[src/rtl/excp_seq_if.sv]
// Exception sequencer bus: request/PC/memory inputs from the control unit and
// the EPC/PC/mux-select results returned to it. The control unit is the master.
interface excp_seq_if;
   logic        excp_opcode;
   logic        excp_overflow;
   logic        excp_div0;
   logic [31:0] pc_in;
   logic [31:0] mem_data_in;
   logic [2:0]  mux_sel;
   logic [31:0] epc_out;
   logic        epc_wr;
   logic [31:0] pc_out;
   logic        pc_wr;
   logic        busy;
   logic        done;
   logic [1:0]  cause;

   modport master (
      output excp_opcode, excp_overflow, excp_div0, pc_in, mem_data_in,
      input  mux_sel, epc_out, epc_wr, pc_out, pc_wr, busy, done, cause
   );

   modport slave (
      input  excp_opcode, excp_overflow, excp_div0, pc_in, mem_data_in,
      output mux_sel, epc_out, epc_wr, pc_out, pc_wr, busy, done, cause
   );
endinterface

[src/rtl/excp_seq.sv]
// Exception sequencer: on an invalid-opcode / overflow / divide-by-zero request
// it saves EPC = PC - 4, steers the address mux to the handler vector
// (253/254/255), waits MEM_LAT cycles for memory and loads the zero-extended
// handler byte into PC.
// Optional feature macro: EXCP_CAUSE_REG_EN -- when defined the latched cause is
// driven on the cause output; otherwise cause reads 00 (still tracked inside).
module excp_seq #(
   parameter int unsigned MEM_LAT = 2   // memory read latency, 1..15
) (
   input logic     clk,
   input logic     reset,
   excp_seq_if.slave bus
);

   typedef enum logic [2:0] {
      S_IDLE,
      S_SAVE,
      S_WAIT,
      S_LOAD,
      S_DONE
   } state_t;

   localparam logic [3:0] WAIT_INIT = 4'(MEM_LAT - 1);

   state_t      state_q, state_d;
   logic [3:0]  cnt_q,   cnt_d;
   logic [1:0]  cause_q, cause_d;
   logic [31:0] epc_q,   epc_d;
   logic [31:0] pc_q,    pc_d;
   logic        req_any;
   logic [2:0]  vector_sel;
   logic        unused_mem_hi;

   // only the low byte of memory data is the handler address
   assign unused_mem_hi = ^bus.mem_data_in[31:8];

   assign req_any = bus.excp_opcode | bus.excp_overflow | bus.excp_div0;

   // state, counter and result registers; reset returns everything to zero
   always_ff @(posedge clk) begin
      if (reset) begin
         state_q <= S_IDLE;
         cnt_q   <= '0;
         cause_q <= '0;
         epc_q   <= '0;
         pc_q    <= '0;
      end else begin
         state_q <= state_d;
         cnt_q   <= cnt_d;
         cause_q <= cause_d;
         epc_q   <= epc_d;
         pc_q    <= pc_d;
      end
   end

   // next-state logic: cause/EPC captured in IDLE, handler byte at the last WAIT
   always_comb begin
      state_d = state_q;
      cnt_d   = cnt_q;
      cause_d = cause_q;
      epc_d   = epc_q;
      pc_d    = pc_q;
      unique case (state_q)
         S_IDLE: begin
            if (req_any) begin
               if (bus.excp_opcode)        cause_d = 2'b01;
               else if (bus.excp_overflow) cause_d = 2'b10;
               else                        cause_d = 2'b11;
               epc_d   = bus.pc_in - 32'd4;
               state_d = S_SAVE;
            end
         end
         S_SAVE: begin
            cnt_d   = WAIT_INIT;
            state_d = S_WAIT;
         end
         S_WAIT: begin
            if (cnt_q == '0) begin
               pc_d    = {24'b0, bus.mem_data_in[7:0]};
               state_d = S_LOAD;
            end else begin
               cnt_d = cnt_q - 4'd1;
            end
         end
         S_LOAD:  state_d = S_DONE;
         S_DONE:  state_d = S_IDLE;
         default: state_d = S_IDLE;
      endcase
   end

   // vector selector for the latched cause
   always_comb begin
      vector_sel = 3'b000;
      unique case (cause_q)
         2'b01:   vector_sel = 3'b010;
         2'b10:   vector_sel = 3'b011;
         2'b11:   vector_sel = 3'b100;
         default: vector_sel = 3'b000;
      endcase
   end

   // Moore outputs decoded from the state register
   always_comb begin
      bus.mux_sel = 3'b000;
      bus.epc_wr  = 1'b0;
      bus.pc_wr   = 1'b0;
      bus.done    = 1'b0;
      bus.busy    = (state_q != S_IDLE);
      unique case (state_q)
         S_SAVE: begin
            bus.mux_sel = vector_sel;
            bus.epc_wr  = 1'b1;
         end
         S_WAIT:  bus.mux_sel = vector_sel;
         S_LOAD: begin
            bus.mux_sel = vector_sel;
            bus.pc_wr   = 1'b1;
         end
         S_DONE:  bus.done = 1'b1;
         default: ;
      endcase
   end

   assign bus.epc_out = epc_q;
   assign bus.pc_out  = pc_q;

`ifdef EXCP_CAUSE_REG_EN
   assign bus.cause = cause_q;
`else
   assign bus.cause = 2'b00;
`endif

endmodule

[src/flat_wrapper.sv]
// flat-port wrapper written by rule: the top's interface ports become plain ports
module excp_seq_flat 
#(
   parameter int unsigned MEM_LAT = 2                                
)
  (clk, reset, bus_excp_opcode, bus_excp_overflow, bus_excp_div0, bus_pc_in, bus_mem_data_in, bus_mux_sel, bus_epc_out, bus_epc_wr, bus_pc_out, bus_pc_wr, bus_busy, bus_done, bus_cause);
  excp_seq_if bus_i ();
  input logic clk;
  input logic reset;
  input wire logic [$bits(bus_i.excp_opcode)-1:0] bus_excp_opcode;
  input wire logic [$bits(bus_i.excp_overflow)-1:0] bus_excp_overflow;
  input wire logic [$bits(bus_i.excp_div0)-1:0] bus_excp_div0;
  input wire logic [$bits(bus_i.pc_in)-1:0] bus_pc_in;
  input wire logic [$bits(bus_i.mem_data_in)-1:0] bus_mem_data_in;
  output wire logic [$bits(bus_i.mux_sel)-1:0] bus_mux_sel;
  output wire logic [$bits(bus_i.epc_out)-1:0] bus_epc_out;
  output wire logic [$bits(bus_i.epc_wr)-1:0] bus_epc_wr;
  output wire logic [$bits(bus_i.pc_out)-1:0] bus_pc_out;
  output wire logic [$bits(bus_i.pc_wr)-1:0] bus_pc_wr;
  output wire logic [$bits(bus_i.busy)-1:0] bus_busy;
  output wire logic [$bits(bus_i.done)-1:0] bus_done;
  output wire logic [$bits(bus_i.cause)-1:0] bus_cause;
  assign bus_i.excp_opcode = bus_excp_opcode;
  assign bus_i.excp_overflow = bus_excp_overflow;
  assign bus_i.excp_div0 = bus_excp_div0;
  assign bus_i.pc_in = bus_pc_in;
  assign bus_i.mem_data_in = bus_mem_data_in;
  assign bus_mux_sel = bus_i.mux_sel;
  assign bus_epc_out = bus_i.epc_out;
  assign bus_epc_wr = bus_i.epc_wr;
  assign bus_pc_out = bus_i.pc_out;
  assign bus_pc_wr = bus_i.pc_wr;
  assign bus_busy = bus_i.busy;
  assign bus_done = bus_i.done;
  assign bus_cause = bus_i.cause;
  excp_seq #(.MEM_LAT(MEM_LAT)) u_core (.clk(clk), .reset(reset), .bus(bus_i));
endmodule
[config.mk]
export PLATFORM = sky130hd
export DESIGN_NAME = excp_seq_flat
export DESIGN_NICKNAME = d
export VERILOG_FILES = /design/src/rtl/excp_seq_if.sv /design/src/rtl/excp_seq.sv /design/src/flat_wrapper.sv
export SDC_FILE = /design/constraint.sdc
export NUM_CORES = 1
export LEC_CHECK = 0
export CORE_MARGIN = 2
export CORE_UTILIZATION = 30
export DETAILED_ROUTE_END_ITERATION = 6
export DONT_BUFFER_PORTS = 1
export PLACE_DENSITY = 0.54
export SYNTH_ARGS = -nofsm -noshare
export SYNTH_HDL_FRONTEND = slang
export SYNTH_SLANG_ARGS = --single-unit
[constraint.sdc]
create_clock -name clk -period 2.14 [get_ports clk]
set_clock_uncertainty 0.05 [all_clocks]
set_input_delay 0.321 -clock clk [delete_from_list [all_inputs] [get_ports clk]]
set_output_delay 0.321 -clock clk [all_outputs]
set_load 0.02 [all_outputs]
After elaboration in Yosys (flattened, before gate mapping):

Index checks and enable logic that the tools add are counted.

* flip-flop bits (word level): 49
* bits in latches: 0
* RAM bits: 0
* ROM bits: 0
* input bits: 69
* word-level logic and storage cells: 40
* memories kept: 0

* $add $sub $neg: 2
* multiply operators: 0
* divide/modulo/power cells: 0
* order comparisons: 0
* equal/unequal tests: 10
* shifts and indexed selects: 0
* mux-type cells: 12
* bitwise logic cells: 2
* reductions and logical operators: 9

Operators by type and width (number)
* $sub A32 B3 Y32 const B: 1
* $pmux W3 S4: 1
* $mux W3: 3
* $pmux W3 S3: 1
* $pmux W4 S2: 1
* $reduce_and A2 Y1: 4
* $eq A3 B2 Y1 const B: 2
* $eq A2 B2 Y1 const B: 2
* $logic_not A4 Y1: 1
* $mux W1: 4
* $mux W4: 1
* $ne A2 B1 Y1 const B: 2
* $sub A4 B1 Y4 const B: 1
* $eq A3 B1 Y1 const B: 1
* $eq A3 B3 Y1 const B: 1
* $logic_not A3 Y1: 1
* $reduce_bool A3 Y1: 1
* $reduce_or A3 Y1: 1
* $eq A2 B1 Y1 const B: 1
* $mux W2: 1
* $ne A2 B2 Y1 const B: 1
* $or A1 B1 Y1: 2
* $reduce_bool A2 Y1: 1

Longest topological paths before layout:

Gate-level depths: netlist of the first run.

* depth after elaboration: 4
* gate-level depth with buffers: 8

Worst setup path before layout of the first run:

Ideal clock, no wire load.

* path type: in2reg
* from: in bus_pc_in[2]
* to: reg u_core.epc_q[16], in the netlist u_core.bus.epc_out[16]
* setup time: 0.091 ns
* arrival: 1.979 ns
* data required time: 1.999 ns
* slack: 0.020 ns
* stages on the path: 6
* buffers on the path: 0
* cells stage by stage: inv_1 > ha_1 > or4b_1 > or4_4 > or3_1 > a311oi_1

* word-level cells in the longest chain between the ends: 1

RTL lines
* start: declaration: line flat_wrapper.sv:13 `input wire logic [$bits(bus_i.pc_in)-1:0] bus_pc_in;`
* $sub A32 B3 Y32: line excp_seq.sv:69 `epc_d = bus.pc_in - 32'd4;`
* end signal: assignment: line excp_seq.sv:51 `epc_q <= epc_d;`
* end: declaration: line excp_seq.sv:28 `logic [31:0] epc_q, epc_d;`

No other way between the ends.
A chain may end at the register's enable or synchronous reset.

Worst setup path after layout of the first run:

Same ends and word-level chain as after synthesis.

==> results.md, run 1 <==
* Status: complete, no violations
* Gate power share at 0.331
* Critical setup path kind: input pin to flip-flop
* Fill cell total of the finished layout at 921
* Placed Cells incl. Taps at 419
* Hold/Removal Path Class: input pin to flip-flop
* Post-Syn Area per Cell at 8.553 sq um
* Final total power at 3775 uW
* Vert. Die Dim at between 90 and 100 microns
* Reg2reg end: u_core.bus.epc_out[9]$_SDFFE_PP0P_
* Net Switching at 1675 uW
* Total power divided by cell area at around 1300 nW/um^2
* Initial Utilization at 0.3065
* Internal power at 2100 uW
* Post-route clock period utilization at 0.8544
* Transition time of the tightest slew-check pin at 520.1 ps
* PostCTS Resize Cnt at 0
* Setup Total Neg Slack at 0 ps
* Drt first pass iters at 4
* Leading cell type in the layout, fill and taps excluded: sky130_fd_sc_hd__dfxtp_1
* Most frequent cells in the layout: sky130_fd_sc_hd__dfxtp_1, sky130_fd_sc_hd__nor2_1, sky130_fd_sc_hd__conb_1, sky130_fd_sc_hd__buf_4, sky130_fd_sc_hd__a211oi_1
* Detailed-route wire length at 6989 microns
* Antenna Cells at 0
* Post-synthesis sequential element count at 49
* CTS Root Buffer Type: sky130_fd_sc_hd__clkbuf_8
* CTS sink cnt at between 40 and 50
* Crit path capture type: flip-flop
* Number of routed nets with antenna violations at 0
* Die boundary width at a little under 100 microns
* Remaining Overflow, GRT at 0
* Sink of the worst hold path: u_core.state_q[2]$_SDFFE_PP0P_
* Final hold violation count at 0
* Global-route wire length before repair at between 10000 and 15000 microns
* Fraction of layout instances using a drive strength above 1 at 0.1191
* Final Critical Period at 1828 ps
* Worst setup SP type: input pin
* Total of warnings raised by yosys at 0
* Clock tree from TritonCTS: built
* Crit-path max FO at 5
* Final weighted congestion in routability-driven placement at around 0.77
* Number of failing setup endpoints in the final timing report at 0
* Die area at 9636 sq um
* CTS buffer count at 5
* Placeable Area at around 8700 sq um
* Most common flop cell mapped by yosys: sky130_fd_sc_hd__dfxtp_1
* Violation count after the first detailed-routing iteration at 161
* Flop pwr share at 0.481
* IR Drop Worst-Case VDD at 362.5 uV
* Mapped cell area at 2660 sq um
* Port-buffer cells at 0
* Routed vias/inst at ~5.2
* First element of the critical path: bus_pc_in[2]
* Number of stages on the worst hold path at 1
* Vias in the first global route at roughly 2100
* Final nets at around 400
* Number of different library cells in the post-synthesis netlist at just over 40
* Clock slew at reported path FFs at 90 ps
* Final Max Tran Viols at 0
* Clock Latency Late Sink at 300 ps
* Number of remaining DRC errors at 0
* Critical hold path startpoint: reset
* Global-route total usage across every layer at 0.1442
* Reg-to-reg critical path startpoint: u_core.state_q[2]$_SDFFE_PP0P_
* Data required time at the worst endpoint at 2310 ps
* Number of standard-cell rows in the floorplan at 34
* Number of synthesized flops with an enable pin at 0
* Register-to-register path setup slack at 400 ps
* Max Root-Sink Buffers at 2
* Max-slew headroom at 0.6523
* CP arrival at 2000 ps
* RSZ-0062 raised after global routing: false
* Drt wl/cell at 16.37 microns
* Number of top-level pins at about 140
* Post-DP HPWL at between 5000 and 6000 microns
* Number of post-CTS setup repair buffers at 0
* Synth async-reset ratio at 0
* R2R depth at 5
* Count of vias placed by the detailed router at 2228
* # H-tree levels at 2
* Proportion of synthesized chip area in sequential cells at 0.3688
* Clock power frac at 0.188
* Number of maximum-capacitance constraint violations at 0
* CTS hold repair buffers at 0
* Max Freq at 546.9 MHz
* Proportion of total power due to net switching at 0.4438
* Synthesized instance count at between 300 and 400
* Area Growth Syn to Fin at 9.078%
* Largest net degree at the start of global routing at 50
* Number of antenna violations at the first check in global routing at 0
* Leakage Power at 0.001121 uW
* Number of cells in the finished layout apart from fillers at 427
[how the worst max path moves through the flow]
stage	depth (start not counted)	end
floorplan	6	u_core.bus.epc_out[16]$_SDFFE_PP0P_
global placement	6	u_core.bus.epc_out[16]$_SDFFE_PP0P_
detailed placement	6	u_core.bus.epc_out[16]$_SDFFE_PP0P_
CTS	6	u_core.bus.epc_out[16]$_SDFFE_PP0P_
global route	5	u_core.bus.epc_out[23]$_SDFFE_PP0P_
finish	6	u_core.bus.epc_out[16]$_SDFFE_PP0P_
[power by group through the flow]
stage,clock network (uW),registers [uW],logic (uW)
after floorplan,0,1760,1050
after global placement,0,1850,1230
after detailed placement,0,1850,1260
after CTS,741,1830,1260
after global routing,781,1860,1440
final,711,1820,1250
[worst max-delay path: stages]
cell	delay, ps
sky130_fd_sc_hd__inv_1	30
sky130_fd_sc_hd__ha_1	160
sky130_fd_sc_hd__or4b_1	460
sky130_fd_sc_hd__or4_4	460
sky130_fd_sc_hd__or3_1	320
sky130_fd_sc_hd__a311oi_1	250
[per-layer routing]
layer | global-route usage | wire (microns)
met1 | 0.1894 | 3061
met2 | 0.2255 | 3258
met3 | 0.05440 | 629
met4 | 0.03477 | 40
met5 | 0 | 0
[area by class of cell]
type | instances | area, sq um | area share
Multi-Input combinational cell | 231 | 1458 | 0.5024
Sequential cell | 49 | 980.9 | 0.3381
Clock buffer | 6 | 82.58 | 0.02846
Inverter | 10 | 37.54 | 0.01294
Clock inverter | 2 | 37.54 | 0.01294
Timing Repair Buffer | 21 | 170.2 | 0.05865
Tap cell | 108 | 135.1 | 0.04657
[registers in the layout (all words and copies together), names as in the netlist]
signal              count
u_core.cnt_q            4
u_core.cause_q          2
u_core.state_q          3
u_core.bus.epc_out     32
u_core.bus.pc_out       8
[Yosys cell counts, drive strengths merged, types with 6 or more instances]
cell     n  area [sq um]
nor3    12         60.06
nor4    11         81.32
nand2    8         30.03
a211oi  19         142.6
nor2    46         172.7
xnor2    6         52.55
buf     28         211.5
o31ai    9         67.56
or4     12         97.59
a311oi  15         131.4
inv     10         37.54
clkbuf  18         67.56
or3      7         43.79
mux2i    8         80.08
a21oi    7         35.03
dfxtp   49         980.9
[stage by stage]
stage | cell area, sq um | util | hold WS [ps] | setup WS [ps]
global route | 2902 | 0.3343 | 0.5405 | 191.2
global placement | 2781 | 0.3205 | 345.9 | 15.61
CTS | 2902 | 0.3343 | 15.36 | 321.3
finish | 2902 | 0.3343 | 31.91 | 311.5
floorplan | 2754 | - | 366.6 | 20.02
detailed placement | 2781 | 0.3205 | 347.7 | 3.143
[kinds of logic after synthesis]
| group | Yosys count | share of synthesized area |
|---|---|---|
| fa+ha+maj | 4 | 0.01882 |
| simple gates | 124 | 0.2643 |
| xor+xnor | 11 | 0.03622 |
| mux | 8 | 0.03010 |
| buf+inv | 56 | 0.1190 |
| other cells | 1 | 0.001410 |
| flops | 49 | 0.3688 |
| compound gates | 58 | 0.1613 |
No activity file was read; power rests on OpenSTA's default activity.
==> inputs of run 2 (changes only) <==
- GPL_TIMING_DRIVEN: default -> 1
- PLACE_DENSITY: 0.54 -> 0.53
- clock period: 2.14 -> 1.73 ns (I/O delays scaled with it)
==> results.md, run 2 (synthesis gave the netlist of run 1 again) <==
* Port-buffer cells at 0
* Number of remaining DRC errors at 0
* Post-DP HPWL at 5551 microns
* Placeable Area at around 8700 sq um
* Post-route clock period utilization at 0.9725
* Data required time at the worst endpoint at between 1500 and 2000 ps
* Hold/Removal Path Class: input pin to flip-flop
* CTS sink cnt at 49
* Critical setup path kind: input pin to flip-flop
* Reg-to-reg critical path startpoint: u_core.state_q[2]$_SDFFE_PP0P_
* # H-tree levels at 2
* Clock tree from TritonCTS: built
* RSZ-0062 raised after global routing: false
* Status: complete, no violations
* Crit-path max FO at 4
* Most frequent cells in the layout: sky130_fd_sc_hd__dfxtp_1, sky130_fd_sc_hd__nor2_1, sky130_fd_sc_hd__buf_4, sky130_fd_sc_hd__conb_1, sky130_fd_sc_hd__a211oi_1
* Slowest-stage cell, CP: sky130_fd_sc_hd__or4b_4
* Largest net degree at the start of global routing at 50
* Global-route wire length before repair at ~12000 microns
* Max Freq at around 600 MHz
* Vert. Die Dim at 98.17 microns
* Total power divided by cell area at 1524 nW/um^2
* Register-to-register path setup slack at between 150 and 200 ps
* Crit path capture type: flip-flop
* Remaining Overflow, GRT at 0
* Area Growth Syn to Fin at 19.52%
* Max Root-Sink Buffers at 2
* CTS buffer count at 5
* Fill cell total of the finished layout at 923
* Final nets at between 400 and 500
* Max-slew headroom at 0.6665
* Number of flip-flops under the largest register name at 32
* Detailed-route wire length at 7430 microns
* Final Max Tran Viols at 0
* Number of stages on the worst setup path at 6
* Violation count after the first detailed-routing iteration at 79
* Number of cells in the finished layout apart from fillers at approximately 450
* Placed Cells incl. Taps at ~440
* Number of maximum-capacitance constraint violations at 0
* Sink of the worst hold path: u_core.bus.epc_out[0]$_SDFFE_PP0P_
* Drt wl/cell at 16.44 microns
* Number of stages on the worst hold path at 2
* Leakage Power at 0.001266 uW
* Antenna Cells at 0
* Final Critical Period at ~1700 ps
* Routed vias/inst at 5.164
* Global-route total usage across every layer at 0.1471
* IR Drop Worst-Case VDD at 467.2 uV
* Die boundary width at 98.17 microns
* Clock slew at reported path FFs at 100 ps
* Leading cell type in the layout, fill and taps excluded: sky130_fd_sc_hd__dfxtp_1
* Transition time of the tightest slew-check pin at roughly 500 ps
* Area occupied by registers at just under 1000 sq um
* Footprint of the multi-input gates at 1536 sq um
* Vias in the first global route at approximately 2200
* Crit-path cells: inv_12, ha_4, or4b_4, or4_4, or3_1, a311oi_1
* Smallest hold slack at 22.03 ps
* Final hold violation count at 0
* Fraction of layout instances using a drive strength above 1 at 0.2122
* Number of routed nets with antenna violations at 0
* Worst Path Buf+Inv at 1
* Reg2reg end: u_core.bus.epc_out[16]$_SDFFE_PP0P_
* Initial Utilization at 0.3065
* Final weighted congestion in routability-driven placement at about 0.78
* Number of antenna violations at the first check in global routing at 0
* Clock Latency Late Sink at 310 ps
* Die area at approximately 9600 sq um
* CTS Root Buffer Type: sky130_fd_sc_hd__clkbuf_8
* Drt first pass iters at 4
* R2R depth at 5
* Number of standard-cell rows in the floorplan at 34
* Critical hold path startpoint: bus_pc_in[0]
* Count of vias placed by the detailed router at 2334
* Number of failing setup endpoints in the final timing report at 0
* Number of top-level pins at approximately 140
* Worst setup SP type: input pin
* CP arrival at roughly 1900 ps
* Cell family contributing the most delay on the critical path: simple AND/OR/NAND/NOR gates
* Highest cell delay on the worst timing path at 470 ps
==> run 2: cell types whose count changed in the layout (fill, tap and decap cells not counted), sizes merged <==
cell,delta
buf,+22
dlygate4sd3,+2
bufinv,-1
clkbuf,-1
clkinv,+1
inv,+1
nand4b,+1
==> run 2: layer usage <==
layer  vias up  global-route usage  wire, microns
met1      1102              0.1889           3317
met5         -                   0              0
li1       1160                   -              -
met2        66              0.2413           3530
met3         6             0.04080            504
met4         0             0.04531             78
==> run 2: area by class of cell <==
type | count | share of cell area
Clock buffer | 5 | 0.02165
Clock inverter | 3 | 0.006690
Inverter | 10 | 0.01732
Multi-Input combinational cell | 232 | 0.4833
Sequential cell | 49 | 0.3089
Tap cell | 108 | 0.04250
Timing Repair Buffer | 45 | 0.1196
==> run 2: worst register-to-register path, stage by stage, from the launching register on <==
cell and delay (ps):
sky130_fd_sc_hd__dfxtp_1 330, sky130_fd_sc_hd__nor3_2 270, sky130_fd_sc_hd__and2_4 290, sky130_fd_sc_hd__buf_12 180
sky130_fd_sc_hd__nor2_1 60, sky130_fd_sc_hd__a311oi_1 260
==> run 2: how the worst max path moves through the flow <==
stage	start	end	slack, ps
after CTS	bus_pc_in[3]	u_core.bus.epc_out[16]$_SDFFE_PP0P_	10
after floorplan	bus_pc_in[19]	u_core.bus.epc_out[29]$_SDFFE_PP0P_	-250
after global routing	u_core.cause_q[0]$_SDFFE_PP0P_	bus_mux_sel[1]	2
after global placement	bus_pc_in[3]	u_core.bus.epc_out[16]$_SDFFE_PP0P_	-270
final	bus_pc_in[3]	u_core.bus.epc_out[16]$_SDFFE_PP0P_	50
after detailed placement	bus_pc_in[3]	u_core.bus.epc_out[16]$_SDFFE_PP0P_	-320
==> run 2: per-stage QoR <==
stage	setup slack [ps]	util	power [uW]	TNS, ps	cell area (sq um)
after floorplan	-251.3	-	3494	-1529	2819
after global placement	-271.4	0.3454	4052	-2407	2998
after detailed placement	-318.5	0.3454	4090	-2811	2998
after CTS	9.558	0.3604	4855	0	3128
after global routing	2.315	0.3663	5219	0	3179
final	47.54	0.3663	4844	0	3179
==> run 2: where the power goes <==
group	switching, uW	internal, uW	leakage (uW)
clock network	436	288	0.0000445
registers	691	1530	0.000405
logic	1070	823	0.000817
==> run 2: repair_timing <==
action / CTS / global route
buffers inserted: 0 / 2
endpoints found under the hold margin: 49 / 0
gates resized for setup: 0 / 7
hold buffers: 3 / 0
endpoints found under the setup margin: 0 / 30
==> inputs of run 3 (changes only) <==
- ABC_CLOCK_PERIOD_IN_PS: default -> 1730
==> results of run 3 <==
Final layout, timing and power as in run 2 (identical DEF).
